$ cat config.mk
export PLATFORM = sky130hd
export DESIGN_NAME = program_counter_stack_flat
export DESIGN_NICKNAME = d
export VERILOG_FILES = /design/src/rtl/program_counter_stack_pkg.sv /design/src/rtl/program_counter_stack_if.sv /design/src/rtl/pc_return_stack.sv /design/src/rtl/program_counter_stack.sv /design/src/flat_wrapper.sv
export SDC_FILE = /design/constraint.sdc
export NUM_CORES = 1
export LEC_CHECK = 0
export CAP_MARGIN = 5
export CORE_MARGIN = 1.5
export CORE_UTILIZATION = 45
export DETAILED_ROUTE_END_ITERATION = 6
export GPL_TIMING_DRIVEN = 1
export PLACE_DENSITY = 0.9
export SLEW_MARGIN = 5
export SYNTH_ARGS = -nofsm -noshare
export SYNTH_HDL_FRONTEND = slang
export SYNTH_HIERARCHICAL = 1
export SYNTH_SLANG_ARGS = --single-unit
$ cat constraint.sdc
create_clock -name clk -period 2.55 [get_ports clk]
set_input_delay 0.51 -clock clk [delete_from_list [all_inputs] [get_ports clk]]
set_output_delay 0.51 -clock clk [all_outputs]
set_load 0.02 [all_outputs]
$ cat src/rtl/program_counter_stack_pkg.sv
// Shared action codes for the program counter and the instruction decoder.
// Used by program_counter_stack; optional return stack enabled with PC_RETURN_STACK_EN.
package program_counter_stack_pkg;

  localparam int PC_ACT_W = 3;

  typedef enum logic [PC_ACT_W-1:0] {
    PC_ACT_HOLD   = 3'b000,
    PC_ACT_INC    = 3'b001,
    PC_ACT_JUMP   = 3'b010,
    PC_ACT_BRANCH = 3'b011,
    PC_ACT_CALL   = 3'b100,
    PC_ACT_RET    = 3'b101
  } pc_action_e;

  // Codes 3'b11x are reserved and fold onto HOLD.
  function automatic pc_action_e decode_action(input logic [PC_ACT_W-1:0] code);
    if (code > 3'b101) begin
      return PC_ACT_HOLD;
    end
    return pc_action_e'(code);
  endfunction

endpackage

$ cat src/rtl/program_counter_stack_if.sv
// Control/status bundle between the register controller and the program counter.
// The status flags are only live when the design is built with PC_RETURN_STACK_EN.
interface program_counter_stack_if
  import program_counter_stack_pkg::*;
#(
  parameter int PC_WIDTH = 8
);

  logic                i_pc_en;
  logic [PC_ACT_W-1:0] i_action;
  logic [PC_WIDTH-1:0] i_data;
  logic [PC_WIDTH-1:0] o_pc;
  logic                o_stack_empty;
  logic                o_stack_full;
  logic                o_stack_err;

  modport master (
    output i_pc_en, i_action, i_data,
    input  o_pc, o_stack_empty, o_stack_full, o_stack_err
  );

  modport slave (
    input  i_pc_en, i_action, i_data,
    output o_pc, o_stack_empty, o_stack_full, o_stack_err
  );

endinterface

$ cat src/rtl/pc_return_stack.sv
// LIFO of return addresses with full/empty and a sticky overflow/underflow flag.
// Instantiated by program_counter_stack only under PC_RETURN_STACK_EN.
module pc_return_stack #(
  parameter int PC_WIDTH    = 8,
  parameter int STACK_DEPTH = 4
) (
  input  logic                clk,
  input  logic                rst_n,
  input  logic                push,
  input  logic                pop,
  input  logic [PC_WIDTH-1:0] push_data,
  output logic [PC_WIDTH-1:0] top,
  output logic                empty,
  output logic                full,
  output logic                err
);

  localparam int IDX_W = $clog2(STACK_DEPTH);
  localparam int SP_W  = IDX_W + 1;

  logic [PC_WIDTH-1:0] mem [STACK_DEPTH];
  logic [SP_W-1:0]     sp_reg;
  logic                err_reg;
  logic [IDX_W-1:0]    wr_idx;
  logic [IDX_W-1:0]    rd_idx;
  logic                push_ok;
  logic                pop_ok;

  assign full    = (sp_reg == SP_W'(STACK_DEPTH));
  assign empty   = (sp_reg == '0);
  assign err     = err_reg;
  assign push_ok = push && !full;
  assign pop_ok  = pop && !empty;

  // Depth is a power of two, so the low bits of sp index the next free slot
  // and wrap to the last slot when sp == STACK_DEPTH.
  assign wr_idx = sp_reg[IDX_W-1:0];
  assign rd_idx = sp_reg[IDX_W-1:0] - 1'b1;
  assign top    = mem[rd_idx];

  always_ff @(posedge clk) begin
    if (!rst_n) begin
      sp_reg  <= '0;
      err_reg <= 1'b0;
    end else begin
      if (push_ok) begin
        sp_reg <= sp_reg + 1'b1;
      end else if (pop_ok) begin
        sp_reg <= sp_reg - 1'b1;
      end
      if ((push && full) || (pop && empty)) begin
        err_reg <= 1'b1;
      end
    end
  end

  always_ff @(posedge clk) begin
    if (push_ok) begin
      mem[wr_idx] <= push_data;
    end
  end

endmodule

$ cat src/rtl/program_counter_stack.sv
// Program counter with increment, jump, signed branch and optional call/return stack.
// Define PC_RETURN_STACK_EN to build the return stack; otherwise CALL=JUMP and RET=HOLD.
module program_counter_stack
  import program_counter_stack_pkg::*;
#(
  parameter int                PC_WIDTH     = 8,
  parameter int                STACK_DEPTH  = 4,
  parameter logic [PC_WIDTH-1:0] RESET_VECTOR = '0
) (
  input  logic                   clk,
  input  logic                   rst_n,
  program_counter_stack_if.slave bus
);

  if ((PC_WIDTH < 4) || (STACK_DEPTH < 2) || ((STACK_DEPTH & (STACK_DEPTH - 1)) != 0)) begin : g_param_check
    $error("program_counter_stack: PC_WIDTH must be >= 4 and STACK_DEPTH a power of 2 >= 2");
  end

  logic [PC_WIDTH-1:0] pc_reg;
  logic [PC_WIDTH-1:0] pc_next;
  logic [PC_WIDTH-1:0] pc_plus_one;

  assign pc_plus_one = pc_reg + PC_WIDTH'(1);

`ifdef PC_RETURN_STACK_EN
  logic                push_req;
  logic                pop_req;
  logic [PC_WIDTH-1:0] stack_top;
  logic                stack_empty;
  logic                stack_full;
  logic                stack_err;

  pc_return_stack #(
    .PC_WIDTH    (PC_WIDTH),
    .STACK_DEPTH (STACK_DEPTH)
  ) u_return_stack (
    .clk       (clk),
    .rst_n     (rst_n),
    .push      (push_req),
    .pop       (pop_req),
    .push_data (pc_plus_one),
    .top       (stack_top),
    .empty     (stack_empty),
    .full      (stack_full),
    .err       (stack_err)
  );

  assign bus.o_stack_empty = stack_empty;
  assign bus.o_stack_full  = stack_full;
  assign bus.o_stack_err   = stack_err;
`else
  assign bus.o_stack_empty = 1'b1;
  assign bus.o_stack_full  = 1'b0;
  assign bus.o_stack_err   = 1'b0;
`endif

  always_comb begin
    pc_next = pc_reg;
`ifdef PC_RETURN_STACK_EN
    push_req = 1'b0;
    pop_req  = 1'b0;
`endif
    if (bus.i_pc_en) begin
      case (decode_action(bus.i_action))
        PC_ACT_INC:    pc_next = pc_plus_one;
        PC_ACT_JUMP:   pc_next = bus.i_data;
        // Modulo-2^W addition of the raw offset equals adding its sign extension.
        PC_ACT_BRANCH: pc_next = pc_reg + bus.i_data;
`ifdef PC_RETURN_STACK_EN
        PC_ACT_CALL: begin
          push_req = 1'b1;
          if (!stack_full) begin
            pc_next = bus.i_data;
          end
        end
        PC_ACT_RET: begin
          pop_req = 1'b1;
          if (!stack_empty) begin
            pc_next = stack_top;
          end
        end
`else
        PC_ACT_CALL:   pc_next = bus.i_data;
        PC_ACT_RET:    pc_next = pc_reg;
`endif
        default:       pc_next = pc_reg;
      endcase
    end
  end

  always_ff @(posedge clk) begin
    if (!rst_n) begin
      pc_reg <= RESET_VECTOR;
    end else begin
      pc_reg <= pc_next;
    end
  end

  assign bus.o_pc = pc_reg;

endmodule

$ cat src/flat_wrapper.sv
// flat-port wrapper written by rule: the top's interface ports become plain ports
module program_counter_stack_flat import program_counter_stack_pkg::*;
#(
  parameter int                PC_WIDTH     = 8,
  parameter int                STACK_DEPTH  = 4,
  parameter logic [PC_WIDTH-1:0] RESET_VECTOR = '0
)
  (clk, rst_n, bus_i_pc_en, bus_i_action, bus_i_data, bus_o_pc, bus_o_stack_empty, bus_o_stack_full, bus_o_stack_err);
  program_counter_stack_if #(.PC_WIDTH(PC_WIDTH)) bus_i ();
  input  logic clk;
  input  logic rst_n;
  input wire logic [$bits(bus_i.i_pc_en)-1:0] bus_i_pc_en;
  input wire logic [$bits(bus_i.i_action)-1:0] bus_i_action;
  input wire logic [$bits(bus_i.i_data)-1:0] bus_i_data;
  output wire logic [$bits(bus_i.o_pc)-1:0] bus_o_pc;
  output wire logic [$bits(bus_i.o_stack_empty)-1:0] bus_o_stack_empty;
  output wire logic [$bits(bus_i.o_stack_full)-1:0] bus_o_stack_full;
  output wire logic [$bits(bus_i.o_stack_err)-1:0] bus_o_stack_err;
  assign bus_i.i_pc_en = bus_i_pc_en;
  assign bus_i.i_action = bus_i_action;
  assign bus_i.i_data = bus_i_data;
  assign bus_o_pc = bus_i.o_pc;
  assign bus_o_stack_empty = bus_i.o_stack_empty;
  assign bus_o_stack_full = bus_i.o_stack_full;
  assign bus_o_stack_err = bus_i.o_stack_err;
  program_counter_stack #(.PC_WIDTH(PC_WIDTH), .STACK_DEPTH(STACK_DEPTH), .RESET_VECTOR(RESET_VECTOR)) u_core (.clk(clk), .rst_n(rst_n), .bus(bus_i));
endmodule
Word-level counts from Yosys, hierarchy flattened
Index checks and enable logic that the tools add are counted.

Bits in registers: 8. Latch bits: 0. RAM bits: 0. Bits in read-only memories: 0. Input bits: 14. Output and inout bits: 11. Logic and storage cells: 17. Memories kept: 0.

$add $sub $neg: 2. Multipliers: 0. Div/mod/pow operators: 0. $lt $le $gt $ge: 1. Eq/ne operators: 4. Shift-type cells: 0. Muxes and demuxes: 6. Bitwise logic cells: 0. Reduce and logical (&&, ||, !) cells: 3.

Operators with widths (count): 8-bit one-hot mux with 3 select lines (1); 3-bit 2-to-1 mux (3); 8-bit by 1-bit adder with 8-bit output, second input constant (1); 8-bit adder (1); 3-bit by 2-bit == test with 1-bit output, second input constant (2); 3-bit by 1-bit == test with 1-bit output, second input constant (1); 3-bit == test, second input constant (1); 3-bit greater-than comparator, second input constant (1); 3-bit nonzero test (1); 1-bit 2-to-1 mux (2); 2-bit AND reduction (1); 2-bit OR reduction (1).

Logic depth before layout (Yosys ltp)
Word-level depth: 9. Mapped depth: 11. Gate-level depth less buffers: 10.

Least setup slack after synthesis
No wires, ideal clock.

Kind: input-to-reg. Start: input bus_i_action[0]. End: register u_core.pc_reg[6] (netlist: u_core/bus.o_pc[6]). Setup time: 0.123 ns. Arrival: 2.084 ns. Data required time: 2.427 ns. Slack: 0.344 ns. Stages: 11. Buffers on the path: 1. Path through: buf_6 > nand2_1 > or3_1 > ha_1 > inv_1 > fa_1 > nor2b_1 > o31a_1 > o22ai_1 > mux2i_1 > a21oi_1.

Word-level cells in the longest chain between the ends: 9. Elaborated cells on any way between the ends: 13. Those cells by class: order compare: 1; eq/ne: 4; mux: 5; reduce/logical: 3.

Ends and longest elaborated chain: start, declared (RTL line flat_wrapper.sv:13) `input wire logic [$bits(bus_i.i_action)-1:0] bus_i_action;`; 3-bit greater-than comparator (RTL line program_counter_stack_pkg.sv:18) `if (code > 3'b101) begin`; 1-bit 2-to-1 mux (RTL line program_counter_stack_pkg.sv:18); 1-bit 2-to-1 mux (RTL line program_counter_stack.sv:63) `if (bus.i_pc_en) begin`; 3-bit 2-to-1 mux * (RTL line program_counter_stack_pkg.sv:21) `return pc_action_e'(code);`; 3-bit 2-to-1 mux * (RTL line program_counter_stack.sv:63); 3-bit by 2-bit == test with 1-bit output or 3-bit == test (tied branches) (RTL line program_counter_stack.sv:64) `case (decode_action(bus.i_action))`; 2-bit OR reduction (no source line); 3-bit nonzero test (no source line); 2-bit AND reduction (no source line); end signal, assigned (RTL line program_counter_stack.sv:95) `pc_reg <= pc_next;`; end, declared (RTL line program_counter_stack.sv:19) `logic [PC_WIDTH-1:0] pc_reg;`.

Every way passes the cells marked *; elsewhere a longest branch is shown, timed or not. The select of a mux whose other input is x is not followed. A chain may end at the register's enable or synchronous reset.

Final worst setup path
Start: input bus_i_data[0]. End: register u_core.pc_reg[6] (netlist: u_core/bus.o_pc[6]).

Word-level cells in the longest chain between the ends: 2.

Ends and longest elaborated chain: start, declared (RTL line flat_wrapper.sv:14) `input wire logic [$bits(bus_i.i_data)-1:0] bus_i_data;`; 8-bit adder (RTL line program_counter_stack.sv:68) `PC_ACT_BRANCH: pc_next = pc_reg + bus.i_data;`; 8-bit one-hot mux with 3 select lines (RTL line program_counter_stack.sv:64).

No other way between the ends.

==> impl_metrics.env <==
export IMPL_r2r_cells=8
export IMPL_cp_cell_sequence="clkdlybuf4s50_1 -> or3_1 -> ha_2 -> inv_2 -> fa_2 -> nor2b_1 -> o31a_1 -> o22ai_2 -> mux2i_1 -> a21oi_1"
export IMPL_start_util_pct=47.1
export IMPL_die_y_microns=45.1
export IMPL_cp_arrival_ns=2.65
export IMPL_fmax_mhz=398
export IMPL_placed_cells=142
export IMPL_wl_per_cell_microns=14.2
export IMPL_cts_root_buf="clkbuf_4"
export IMPL_drc=0
export IMPL_fin_crit_ns=2.51
export IMPL_start_kind="input port"
export IMPL_drive_gt1_share_pct=19.4
export IMPL_rows=15
export IMPL_drv_slew=0
export IMPL_drt_pass1_iterations=4
export IMPL_rsz0062_at_grt="no"
export IMPL_p_total_uw=391
export IMPL_area_growth_pct=39.2
export IMPL_htreeDepth=1
export IMPL_avgSynthCellArea_sq_um=8.04
export IMPL_clockBufferDepth=2
export IMPL_setup_viol=0
export IMPL_tritoncts="built"
export IMPL_yosysTopAreaCell="dfxtp_1"
export IMPL_finalNonFillerCells=146
export IMPL_viasPerCell=5.64
export IMPL_antenna_cells=0
export IMPL_antenna_found_initial=0
export IMPL_cts_buffers=3
export IMPL_outcome="complete, no violations"
export IMPL_power_density_nw_per_um2=353
export IMPL_fin_nets=153
export IMPL_grt_overflow=0
export IMPL_grt_pass1_wl_mm=3.31
export IMPL_crit_required_ns=2.69
export IMPL_critPathBufInv=2
export IMPL_critPathKind="in -> reg"
export IMPL_cp_slowest_cell="clkdlybuf4s50_1"
export IMPL_wirelength_mm=2.08
export IMPL_hold_path_endpoint="u_core/bus.o_pc[0]$_SDFFE_PN0P_"
export IMPL_insertion_delay_ns=0.26
export IMPL_ios=25
export IMPL_yosys_cell_types_count=38
export IMPL_hold_violations=0
export IMPL_dieWidth_microns=45.1
export IMPL_slowest_delay_ns=0.42
export IMPL_p_leak_nw=0.515
export IMPL_grt_pass1_vias=791
export IMPL_clk_pin_slew_worst_paths_ns=0.06
export IMPL_syn_area_sq_um=796
export IMPL_ys_ff_latch=8
export IMPL_gp_congestion=0.845
export IMPL_crit_fanout=3
export IMPL_via_count=823
export IMPL_seqCellArea_sq_um=160
export IMPL_netlist_instances=99
export IMPL_ir_drop_uv=193
export IMPL_n_fill_cell=156
export IMPL_port_buffers=21
export IMPL_rrSetupSlack_ns=0.56
export IMPL_drtIter0Drc=20
export IMPL_startpoint="bus_i_data[0]"
export IMPL_hp_start="u_core/bus.o_pc[0]$_SDFFE_PN0P_"
export IMPL_grtUsageTotal_pct=22.0
export IMPL_largest_reg_flops=8
export IMPL_hpwlAfterDp_mm=1.58
export IMPL_endpoint_kind="flop"
export IMPL_hold_class="reg -> reg"
export IMPL_synth_warnings=6
export IMPL_worstReg2RegEnd="u_core/bus.o_pc[6]$_SDFFE_PN0P_"
export IMPL_cap_violations=0
export IMPL_ys_seq_area_share_pct=20.1
export IMPL_r2r_start="u_core/bus.o_pc[0]$_SDFFE_PN0P_"
export IMPL_cts_sink_count=8
export IMPL_synth_top_area_share_pct=20.1
export IMPL_hold_depth=2
export IMPL_core_area_sq_um=1690
export IMPL_drtAntennaViolNets=0
export IMPL_die_area_sq_um=2030
export IMPL_crit_family="compound AO/OA/AOI/OAI gates"
export IMPL_fin_skew_ns=0.00401
export IMPL_synth_area_top_cells="dfxtp_1 20%, ha_1 11%, and2_1 5.5%, a21oi_1 4.4%, nand2_1 4.2%"
export IMPL_fin_crit_sh_pct=98.6
export IMPL_multi_input_area_sq_um=587
export IMPL_grt_max_degree=10
-- how the worst max path moves through the flow --
stage	cells past startpoint	slack [ns]	to
finish	10	0.04	u_core/bus.o_pc[6]$_SDFFE_PN0P_
global route	10	0.005	u_core/bus.o_pc[6]$_SDFFE_PN0P_
CTS	11	0.006	u_core/bus.o_pc[6]$_SDFFE_PN0P_
detailed placement	11	-0.31	u_core/bus.o_pc[6]$_SDFFE_PN0P_
global placement	11	-0.14	u_core/bus.o_pc[6]$_SDFFE_PN0P_
floorplan	11	0.34	u_core/bus.o_pc[6]$_SDFFE_PN0P_
-- metrics by stage --
stage	setup WS [ns]	hold slack, ns	cell area (sq um)	util [%]	TNS [ns]
floorplan	0.344	0.585	800	-	0
global placement	-0.140	0.509	1050	62.4	-0.274
detailed placement	-0.315	0.516	1050	62.4	-0.753
CTS	0.00642	0.527	1080	64.2	0
global route	0.00515	0.559	1110	65.6	0
finish	0.0358	0.533	1110	65.6	0
-- per-layer routing --
metal	GRT usage [%]	wire, microns	vias up
met2	38.6	1080	31
met3	1.60	89	4
li1	-	-	415
met5	0	0	-
met1	27.3	881	373
met4	9.41	25	0
-- cell usage in the layout, fill, tap and decap left out, drive strengths merged, types with 2 or more instances in the layout --
cell,count
clkdlybuf4s50,18
buf,10
nand2,9
dfxtp,8
and2,7
a21oi,7
ha,7
nor2,7
o21ai,6
a211oi,5
inv,4
clkbuf,3
dlymetal6s2s,3
nor2b,3
conb,3
or3,2
xnor2,2
a22oi,2
mux2i,2
a31oi,2
xor2,2
-- Yosys cell counts --
library cell,instances
o311ai_1,1
mux2i_1,2
xnor2_1,2
a21oi_1,7
clkinv_4,1
conb_1,2
nand4b_1,1
and3b_2,1
o31a_1,1
o211ai_1,1
a21o_1,1
dfxtp_1,8
and2_1,7
inv_1,4
fa_1,1
buf_4,3
nand3b_1,1
a22oi_1,2
and3_1,1
a31oi_1,2
buf_6,2
a211oi_2,2
nor2_4,1
o22ai_1,1
nor2b_1,3
nor2_1,6
o21a_1,1
o31ai_1,1
o21ai_0,6
ha_1,7
or3_1,2
nor4_1,1
a211oi_1,3
o211a_1,1
nand2_1,9
xor2_1,2
or2_2,1
nand3_1,1
-- cell families (layout without fill, tap and decap cells) --
family,count (synthesis),in the layout,share of synthesized area (%)
muxes,2,2,2.52
and+or+nand+nor,35,35,24.2
AOI/OAI and AO/OA,30,30,25.6
other,2,3,0.944
adders and majority gates,8,8,13.5
buffers and inverters,10,39,8.65
DFF,8,8,20.1
xor gates and xnor gates,4,4,4.40
-- what timing repair did --
action                                  CTS  global route
endpoints found under the hold margin     0             0
setup buffers                             0             1
hold buffers                              0             0
endpoints found under the setup margin    1             3
resized for setup                         2             7
pin swaps                                 1             6
-- where the power goes --
group | leakage, nW | internal [mW] | switching [mW]
logic | 0.435 | 0.0728 | 0.0730
registers | 0.0656 | 0.133 | 0.00688
clock network | 0.0138 | 0.0544 | 0.0507
total | 0.515 | 0.261 | 0.131
-- cell type report --
type	instances	share of cell area, %
clock buffer	3	2.03
inverter	5	2.15
multi-input combinational	82	53.0
sequential	8	14.5
tap	17	1.92
timing repair buffer	31	26.4
-- worst min-delay path, delay by kind of cell, from the launching register on --
kind,cells,cell delay [ns]
flip-flops,1,0.33
AND/OR/NAND/NOR,1,0.10
AO/OA/AOI/OAI,1,0.05
No activity file was read; power rests on OpenSTA's default activity.
